### src/rtl/puf_pkg.sv
// Shared types and helpers for the ring-oscillator PUF voting engine.
package puf_pkg;

  typedef enum logic [2:0] {
    ST_IDLE,
    ST_SETTLE,
    ST_MEASURE,
    ST_STORE,
    ST_COMPARE,
    ST_DONE
  } puf_state_t;

  localparam int SETTLE_CYCLES = 3;

  // Width needed to hold a vote tally of 0..votes.
  function automatic int vote_w(input int votes);
    return $clog2(votes + 1);
  endfunction

endpackage

### src/rtl/ro_edge_counter.sv
// Synchronises one asynchronous RO output, detects rising edges and counts them
// with saturation. clr holds the count at zero while the synchroniser refills.
module ro_edge_counter #(
  parameter int CNT_W = 25
) (
  input  logic             clk,
  input  logic             rst,
  input  logic             clr,
  input  logic             en,
  input  logic             ro,
  output logic [CNT_W-1:0] cnt
);

  logic             sync1_reg;
  logic             sync2_reg;
  logic             prev_reg;
  logic [CNT_W-1:0] cnt_reg;
  logic             rise;

  assign rise = sync2_reg && !prev_reg;
  assign cnt  = cnt_reg;

  // The synchroniser keeps sampling during clr so stale samples of the
  // previously selected RO are gone before counting starts.
  always_ff @(posedge clk) begin
    if (rst) begin
      sync1_reg <= 1'b0;
      sync2_reg <= 1'b0;
      prev_reg  <= 1'b0;
      cnt_reg   <= '0;
    end else begin
      sync1_reg <= ro;
      sync2_reg <= sync1_reg;
      prev_reg  <= sync2_reg;
      if (clr) begin
        cnt_reg <= '0;
      end else if (en && rise && (cnt_reg != '1)) begin
        cnt_reg <= cnt_reg + CNT_W'(1);
      end
    end
  end

endmodule

### src/rtl/ro_puf_vote.sv
// RO PUF response engine: sweeps NUM_RO oscillators VOTES times and majority-votes
// each adjacent-pair bit. Define PUF_STABILITY_MASK_EN to add the 'unstable' output.
module ro_puf_vote
  import puf_pkg::*;
#(
  parameter int NUM_RO = 9,
  parameter int CNT_W  = 25,
  parameter int WINDOW = 1_000_000,
  parameter int VOTES  = 5,
  parameter int CHAL_W = 6
) (
  input  logic              clk,
  input  logic              rst,
  input  logic [NUM_RO-1:0] ro_in,
  input  logic [CHAL_W-1:0] challenge,
  input  logic              start,
  input  logic              abort,
  output logic              ro_en,
  output logic [CHAL_W-1:0] ro_chal,
  output logic              busy,
  output logic              resp_valid,
  input  logic              resp_ready,
  output logic [NUM_RO-2:0] response,
  output logic [CHAL_W-1:0] resp_challenge
`ifdef PUF_STABILITY_MASK_EN
  ,
  output logic [NUM_RO-2:0] unstable
`endif
);

  localparam int VOTE_W = vote_w(VOTES);
  localparam int IDX_W  = $clog2(NUM_RO);
  localparam int TMR_W  = $clog2(WINDOW + SETTLE_CYCLES) + 1;
  localparam int NPAIR  = NUM_RO - 1;

  puf_state_t        state_reg;
  puf_state_t        state_next;
  logic [TMR_W-1:0]  timer_reg;
  logic [IDX_W-1:0]  ro_idx_reg;
  logic [VOTE_W-1:0] round_reg;
  logic [CNT_W-1:0]  cnt_reg  [NUM_RO];
  logic [VOTE_W-1:0] vote_reg [NPAIR];
  logic [VOTE_W-1:0] vote_next[NPAIR];
  logic [NPAIR-1:0]  pair_gt;
  logic [NPAIR-1:0]  resp_next;
  logic [CNT_W-1:0]  edge_cnt;
  logic              ro_sel;
  logic              timer_zero;
  logic              last_ro;
  logic              last_round;
  logic              abort_hit;

  assign ro_sel     = ro_in[ro_idx_reg];
  assign timer_zero = (timer_reg == '0);
  assign last_ro    = (ro_idx_reg == IDX_W'(NUM_RO - 1));
  assign last_round = (round_reg == VOTE_W'(VOTES - 1));
  assign abort_hit  = abort && (state_reg != ST_IDLE);
  assign busy       = (state_reg != ST_IDLE);
  assign ro_en      = busy && (state_reg != ST_DONE);

  ro_edge_counter #(
    .CNT_W(CNT_W)
  ) u_edge_counter (
    .clk(clk),
    .rst(rst),
    .clr(state_reg == ST_SETTLE),
    .en (state_reg == ST_MEASURE),
    .ro (ro_sel),
    .cnt(edge_cnt)
  );

  // Per-pair comparison and the tally it produces if this is the COMPARE cycle.
  for (genvar gi = 0; gi < NPAIR; gi++) begin : g_pair
    assign pair_gt[gi]   = (cnt_reg[gi] > cnt_reg[gi+1]);
    assign vote_next[gi] = vote_reg[gi] + VOTE_W'(pair_gt[gi]);
    assign resp_next[gi] = (vote_next[gi] > VOTE_W'(VOTES / 2));
  end

`ifdef PUF_STABILITY_MASK_EN
  logic [NPAIR-1:0] unstable_next;
  for (genvar gi = 0; gi < NPAIR; gi++) begin : g_unstable
    assign unstable_next[gi] = (vote_next[gi] != '0) && (vote_next[gi] != VOTE_W'(VOTES));
  end
`endif

  always_comb begin
    state_next = state_reg;
    if (abort_hit) begin
      state_next = ST_IDLE;
    end else begin
      case (state_reg)
        ST_IDLE:    if (start && !abort) state_next = ST_SETTLE;
        ST_SETTLE:  if (timer_zero) state_next = ST_MEASURE;
        ST_MEASURE: if (timer_zero) state_next = ST_STORE;
        ST_STORE:   state_next = last_ro ? ST_COMPARE : ST_SETTLE;
        ST_COMPARE: state_next = last_round ? ST_DONE : ST_SETTLE;
        ST_DONE:    if (resp_ready) state_next = ST_IDLE;
        default:    state_next = ST_IDLE;
      endcase
    end
  end

  always_ff @(posedge clk) begin
    if (rst) begin
      state_reg      <= ST_IDLE;
      timer_reg      <= '0;
      ro_idx_reg     <= '0;
      round_reg      <= '0;
      ro_chal        <= '0;
      resp_valid     <= 1'b0;
      response       <= '0;
      resp_challenge <= '0;
`ifdef PUF_STABILITY_MASK_EN
      unstable       <= '0;
`endif
      for (int i = 0; i < NUM_RO; i++) cnt_reg[i] <= '0;
      for (int i = 0; i < NPAIR; i++) vote_reg[i] <= '0;
    end else begin
      state_reg <= state_next;
      if (abort_hit) begin
        resp_valid <= 1'b0;
      end else begin
        case (state_reg)
          ST_IDLE: begin
            if (state_next == ST_SETTLE) begin
              ro_chal    <= challenge;
              ro_idx_reg <= '0;
              round_reg  <= '0;
              timer_reg  <= TMR_W'(SETTLE_CYCLES - 1);
              for (int i = 0; i < NPAIR; i++) vote_reg[i] <= '0;
            end
          end
          ST_SETTLE: begin
            timer_reg <= timer_zero ? TMR_W'(WINDOW - 1) : timer_reg - TMR_W'(1);
          end
          ST_MEASURE: begin
            if (!timer_zero) timer_reg <= timer_reg - TMR_W'(1);
          end
          ST_STORE: begin
            cnt_reg[ro_idx_reg] <= edge_cnt;
            timer_reg           <= TMR_W'(SETTLE_CYCLES - 1);
            if (!last_ro) ro_idx_reg <= ro_idx_reg + IDX_W'(1);
          end
          ST_COMPARE: begin
            for (int i = 0; i < NPAIR; i++) vote_reg[i] <= vote_next[i];
            round_reg  <= round_reg + VOTE_W'(1);
            ro_idx_reg <= '0;
            timer_reg  <= TMR_W'(SETTLE_CYCLES - 1);
            // Final round: the result is registered on the way into DONE.
            if (last_round) begin
              response       <= resp_next;
              resp_challenge <= ro_chal;
              resp_valid     <= 1'b1;
`ifdef PUF_STABILITY_MASK_EN
              unstable       <= unstable_next;
`endif
            end
          end
          ST_DONE: begin
            if (resp_ready) resp_valid <= 1'b0;
          end
          default: ;
        endcase
      end
    end
  end

endmodule
### config.mk
export PLATFORM = sky130hd
export DESIGN_NAME = ro_puf_vote
export DESIGN_NICKNAME = d
export VERILOG_FILES = /design/src/rtl/puf_pkg.sv /design/src/rtl/ro_edge_counter.sv /design/src/rtl/ro_puf_vote.sv
export SDC_FILE = /design/constraint.sdc
export NUM_CORES = 1
export LEC_CHECK = 0
export BUFFER_PORTS_ARGS = -buffer_cell sky130_fd_sc_hd__buf_2
export CAP_MARGIN = 5
export CORE_ASPECT_RATIO = 0.5
export CORE_MARGIN = 4
export CORE_UTILIZATION = 59
export CTS_BUF_LIST = sky130_fd_sc_hd__clkbuf_4
export CTS_CLUSTER_DIAMETER = 60
export DETAILED_ROUTE_END_ITERATION = 6
export PLACE_DENSITY = 0.79
export SLEW_MARGIN = 20
export SYNTH_ARGS = -nofsm -noshare
export SYNTH_HDL_FRONTEND = slang
export SYNTH_SLANG_ARGS = --single-unit
### constraint.sdc
create_clock -name clk -period 3 [get_ports clk]
set_input_delay 0.45 -clock clk [delete_from_list [all_inputs] [get_ports clk]]
set_output_delay 0.45 -clock clk [all_outputs]
set_load 0.05 [all_outputs]
==> results.md, run 1 <==
* Status: finished clean
* FP Rows at 45
* Achievable frequency at 0.337 GHz
* Vias per cell at 5.89
* Dpl cell area at 19,600 um2
* Distinct cells, synth at 59
* Hold Crit Start: abort
* Reg2reg end: vote_reg[0][8]
* Xor/xnor cell area share of the yosys netlist at 1.36%
* CP endpoint: vote_reg[0][8]
* Hold Fails Final Rpt at 0
* Synthesis-to-layout area growth at 13.1%
* Yosys reg bits at 329
* Die area at 34,700 um2
* Boundary Pins at 43
* CTS max path bufs at 3
* Initial core utilization at 60.7%
* Mapped Area at 18,700 um2
* Largest register FFs at 225
* Clock Pin Slew Worst Setup and Hold Paths at 0.08 ns
* Crit. Startpoint: cnt_reg[2][12]
* Largest stage delay, worst path at 0.38 ns
* Initial antenna violation count at 2
* Worst-path maximum fanout at 2
* Async set-reset flop share out of synthesis at 0%
* Iter 0 DRT Violations at 1,173
* Commonest non-fill, non-tap cell in the layout: edfxtp_1
* Clock network power share at 30.6%
* Util after Layout at 68.7%
* Core Area at 30,700 um2
* Layout cells sized above 1 at 16.3%
* DIE HEIGHT at 134 um
* Setup TNS at 0 ns
* Sw frac at 31.5%
* Worst slew pin tran at 0.951 ns
* Main synth FF type: edfxtp_1
* Layout net count at 2,160
* Pin count of the biggest net entering global routing at 95
* # DRC at 0
* Min-Delay Path Class: primary input to flop
* Register-to-Register Path Depth at 12
* Syn. warnings at 0
* Critical Path RT at 3.48 ns
* ANT nets after route at 0
* Drt first pass iters at 5
* Simple-Gate Fraction of Synth Area at 18.3%
* Final Critical Period at 2.97 ns
* Flop2flop setup slack at 0.03 ns
* Port bufs at 42
* Crit path cell chain: buf_4 > ha_1 > a21oi_1 > nor2b_1 > o21ai_0 > a21oi_1 > o31ai_1 > a22oi_2 > ha_1 > ha_1 > xnor2_1 > nor2_1
* First-pass GRT wire length at 67,600 um
* Hold_ws at 0.197 ns
* Unrepaired setup endpoints after global routing: true
* Crit end category: flop
* Critical path arrival at 3.45 ns
* Vias at 14,095
* Total Wirelength at 43,000 um
* Sw Pwr at 3720 uW
* Worst Skew at 0.0229 ns
* CP most frequent cell: ha_1
* Post-synth EDFFs at 246
* Final Cycle Share at 99.0%
* Vias in the first global route at 13,613
* Combinational Power Share at 23.7%
* Internal at 8080 uW
* H-tree Lvls at 3
* Gpl congestion at 0.854
* Grt ovf at 0
* Reg2Reg Launch Point: cnt_reg[2][12]
* Final Cell Area at 21,100 um2
* Worst slew margin at 36.6%
* Seq pwr share at 45.7%
* Worst path slowest cell: edfxtp_1
* Max-cap viol count at 0
* Placed Instances at 2,240
* Total track usage at 24.1%
* Clock buffer count from CTS at 77
* Most frequent cells in the layout: edfxtp_1, and3_1, inv_1
* Non-filler cells, final at 2,394
* Clock sink count at 329
* Critical setup path kind: flop to flop
* DR WL/cell at 18.0 um
* Main combinational cell family by area after synthesis: simple AND/OR/NAND/NOR gates
* Critical Path Source Type: flop
* Sequential area share after synthesis at 48.5%
* Syn Area/Cell at 10.3 um2
* Post-detail-place hpwl at 29,200 um
* Die Wd at 260 um
* Mapped Nets at 2,055
* Static leakage at 0.00983 uW
* CTS tree: yes
* Compound-Gate Fraction of Synth Area at 9.43%
* Adder-cell share of the synthesized area at 15.0%
* Final Setup Violations at 0
* PD cells at 559 nW/um2
* Peak VDD IR at 0.763 mV
* Clock Latency Late Sink at 0.74 ns
* Clock Tree Root: clkbuf_4
* Mux contribution to synthesized area at 0.818%
* Synth Instances at 1,811
* Slew Limit Fails at 0
==> cell type report <==
type                    instances  area [um2]
fillers                      2212        9630
flip-flops and latches        329        9050
multi-input cells            1158        8830
clock buffers                 123         923
repair buffers                130         916
inverters                     220         826
well taps                     423         529
clock inverters                10        37.5
diodes                          1        2.50
==> cell families after synthesis <==
group                      count (synthesis)
adders and majority gates                224
AOI/OAI and AO/OA                        283
muxes                                     14
DFF                                      329
and+or+nand+nor                          608
buffers and inverters                    324
xor gates and xnor gates                  29
==> metrics by stage <==
step / power, uW / worst slack [ns]
after floorplan: 7380 / 0.190
after global placement: 7990 / -0.0864
after detailed placement: 8060 / -0.0892
after CTS: 11700 / 0.00181
after global routing: 12400 / -0.154
final: 11800 / 0.0290
==> power by group through the flow <==
stage | clock network [uW] | logic (uW) | registers (uW)
CTS | 3680 | 2630 | 5370
finish | 3610 | 2790 | 5390
floorplan | 0 | 1960 | 5430
global route | 3940 | 3090 | 5420
detailed placement | 0 | 2580 | 5470
global placement | 0 | 2530 | 5460
==> worst min path at each step <==
| stage | end | depth (start not counted) |
|---|---|---|
| 2_1_floorplan | u_edge_counter.sync2_reg | 1 |
| 3_3_place_gp | u_edge_counter.sync2_reg | 1 |
| 3_5_place_dp | u_edge_counter.sync2_reg | 1 |
| 4_1_cts | resp_valid | 3 |
| 5_1_grt | resp_valid | 3 |
| 6_report | resp_valid | 3 |
==> cell usage after synthesis (13+ instances only) <==
cell        n  area [um2]
dfxtp_1    83        1660
a21o_1     42         315
clkbuf_1   93         349
ha_1      224        2800
edfxtp_1  246        7390
nand2_1    63         236
nand3_1    24         120
xnor2_1    20         175
o21ai_0    64         320
nor3_1     35         175
and2_1     27         169
inv_1     220         826
a21oi_1   102         510
and3_1    220        1380
or3_1      13        81.3
nor2_1     96         360
nand4_1    44         275
nor4_1     16         100
mux2i_1    13         130
nor2b_1    21         131
==> critical path, delay by kind of cell, from the launching register on <==
kind / cells / cell delay, ns
XOR/XNOR: 1 / 0.24
AO/OA/AOI/OAI: 5 / 1.10
flip-flops: 1 / 0.38
buffers and inverters: 1 / 0.14
adder cells (fa/ha/maj): 3 / 0.69
AND/OR/NAND/NOR: 2 / 0.16
==> repair_timing <==
action                                 4_1_cts  5_1_grt
setup buffers                                0       12
hold buffers                                 8        0
pin swaps                                    4       33
endpoints found under the hold margin        9        0
resized for setup                           14       65
setup endpoints to repair                   17       32
==> metal layers <==
layer	share of wire (%)	track usage [%]	up-vias
met5	0.019	0	-
met4	1.9	7.54	2
met3	7.0	5.26	76
met2	45	37.7	524
met1	46	34.1	6730
li1	-	-	6763
Note: power is estimated with default switching activity, not from simulation.
==> run 2, diff against run 1 <==
REMOVE_ABC_BUFFERS = 1   (was not set)
==> run 2 against run 1 <==
Compared with the run above: maximum frequency up 0.34%; utilization hardly changed; total power grew 0.89%; non-clock buffer count decreased by 2; clock power is 2% higher; sequential cell count is the same; critical path depth stayed put; worst setup slack better by 0.010 ns; largest power group unchanged; largest cell class unchanged; hold slack got worse by 0.13 ns; global-route usage down 0.052 points.
==> results.md, run 2 (same netlist as run 1, synthesis figures left out) <==
* Status: finished clean
* Pin count of the biggest net entering global routing at 91 (-4.2%)
* Clock Tree Root: clkbuf_4
* Min-Delay Path Class: primary input to flop
* Critical Path Source Type: flop
* Clock sink count at 329 (unchanged)
* Vias in the first global route at 13,604 (-0.066%)
* Slew Limit Fails at 0 (unchanged)
* Critical path arrival at 3.42 ns (-0.03 ns)
* Core Area at 30,700 um2 (unchanged)
* Largest register FFs at 225 (unchanged)
* Reg2Reg Launch Point: cnt_reg[4][14]
* Met2 usage at 37.0% (-0.73 points)
* Worst slew margin at 37.2% (+0.54 points)
* Worst-path maximum fanout at 3 (+1)
* Critical setup path kind: flop to flop
* CTS max path bufs at 3 (unchanged)
* CTS tree: yes
* Final Critical Period at 2.96 ns (-0.0101 ns)
* Clock Latency Late Sink at 0.72 ns (-0.02 ns)
* Worst Skew at 0.0468 ns (+0.0239 ns)
* Worst slew pin tran at 0.942 ns (-0.00815 ns)
* Clock Pin Slew Worst Setup and Hold Paths at 0.07 ns (about the same)
* Hold_ws at 0.0630 ns (-0.134 ns)
* Initial core utilization at 60.7% (unchanged)
* Dpl cell area at 19,600 um2 (+0.37%)
* Initial antenna violation count at 1 (-1)
* Worst hold endpoint: resp_valid
* Routing usage on met1 at 34.9% (+0.86 points)
* Total track usage at 24.1% (-0.052 points)
* Port bufs at 42 (unchanged)
* Met3 Usage GRT at 5.09% (-0.17 points)
* Register-to-Register Path Depth at 12 (unchanged)
* Vias at 14,075 (-0.14%)
* Iter 0 DRT Violations at 1,222 (+4.2%)
* # DRC at 0 (unchanged)
* Final Cell Area at 21,100 um2 (about the same)
* ANT nets after route at 0 (unchanged)
* Commonest non-fill, non-tap cell in the layout: edfxtp_1
* Flop2flop setup slack at 0.04 ns (about the same)
* Total Wirelength at 43,100 um (+0.12%)
* Layout net count at 2,158 (-0.093%)
* Placed Instances at 2,248 (+0.36%)
* FP Rows at 45 (unchanged)
* Static leakage at 0.00984 uW (+0.17%)
* Final Setup Violations at 0 (unchanged)
* Critical Path RT at 3.46 ns (-0.02 ns)
* Most frequent cells in the layout: edfxtp_1, inv_1, and3_1
* GR peak layer: met2
* Hold Crit Start: resp_ready
* Die area at 34,700 um2 (unchanged)
* Synthesis-to-layout area growth at 13.1% (about the same)
* First-pass GRT wire length at 67,700 um (+0.14%)
* DIE HEIGHT at 134 um (unchanged)
* Drt first pass iters at 5 (unchanged)
* Clock buffer count from CTS at 77 (unchanged)
* Final Cycle Share at 98.7% (-0.34 points)
* Fillers at 2,239 (+1.2%)
* Vias per cell at 5.86 (-0.47%)
* Layout cells sized above 1 at 15.7% (-0.67 points)
* H-tree Lvls at 3 (unchanged)
* Achievable frequency at 0.338 GHz (+0.34%)
* Total power at 11,900 uW (+0.89%)
* Die Wd at 260 um (unchanged)
* Non-filler cells, final at 2,402 (+0.33%)
* Max-cap viol count at 0 (unchanged)
* Reg2reg end: vote_reg[1][2]
* Unrepaired setup endpoints after global routing: true
* Boundary Pins at 43 (unchanged)
* PD cells at 564 nW/um2 (+0.93%)
* Grt ovf at 0 (unchanged)
* Post-detail-place hpwl at 29,600 um (+1.5%)
* Setup TNS at 0 ns (unchanged)
* Gpl congestion at 0.853 (-0.13%)
* Peak VDD IR at 1.08 mV (+42%)
* Crit end category: flop
* Hold Fails Final Rpt at 0 (unchanged)
* DR WL/cell at 17.9 um (-0.21%)
* Hold path depth at 3 (unchanged)
## run 2: layout make-up
type / instances / area [um2] / share of cell area [%]
inverters: 220 / 826 / 3.91
multi-input cells: 1158 / 8790 / 41.7
clock inverters: 21 / 78.8 / 0.374
flip-flops and latches: 329 / 9050 / 42.9
clock buffers: 122 / 916 / 4.34
repair buffers: 128 / 912 / 4.32
diodes: 1 / 2.50 / 0.0119
well taps: 423 / 529 / 2.51
## run 2: worst max-delay path by stage
stage | slack [ns] | end | from
2_1_floorplan | -4.44 | cnt_reg[0][0] | state_reg[1]
3_3_place_gp | -0.08 | vote_reg[1][5] | cnt_reg[6][18]
3_5_place_dp | -0.12 | vote_reg[1][4] | cnt_reg[6][18]
4_1_cts | 0.004 | response[3] | cnt_reg[3][20]
5_1_grt | -0.09 | vote_reg[0][8] | cnt_reg[2][12]
6_report | 0.04 | vote_reg[1][2] | cnt_reg[4][14]
## run 2: repair_timing
action	in CTS	in global routing
setup buffers	0	5
endpoints found under the hold margin	6	0
gates resized for setup	9	56
setup endpoints to repair	12	22
hold buffers	6	0
pin swaps	1	36
## run 2: metal layers
layer	share of wire [%]	routed length (um)
met1	46	19600
met2	45	19300
met3	7.8	3360
met4	1.8	762
met5	0	0
## run 2: worst max-delay path, cell delays in order (launching register included)
cell and delay [ns]:
edfxtp_1 0.45, ha_4 0.30, nand4_1 0.18, nor4_2 0.34, buf_4 0.19, o31ai_4 0.06, a31o_2 0.23, a21o_1 0.16
a22oi_2 0.22, ha_2 0.24, ha_4 0.14, xor2_2 0.07, and3_1 0.16
## run 2: power breakdown
| group | switching (uW) | total [uW] | internal [uW] | leakage (uW) |
|---|---|---|---|---|
| combinational | 1720 | 2830 | 1120 | 0.00613 |
| clock | 1830 | 3680 | 1850 | 0.000608 |
| sequential | 226 | 5390 | 5160 | 0.00310 |
| total | 3770 | 11900 | 8130 | 0.00984 |
## run 2: per-stage QoR
stage,setup slack (ns),util (%)
floorplan,-4.44,-
global placement,-0.0783,63.9
detailed placement,-0.123,63.9
CTS,0.00426,67.4
global route,-0.0860,68.6
finish,0.0391,68.6
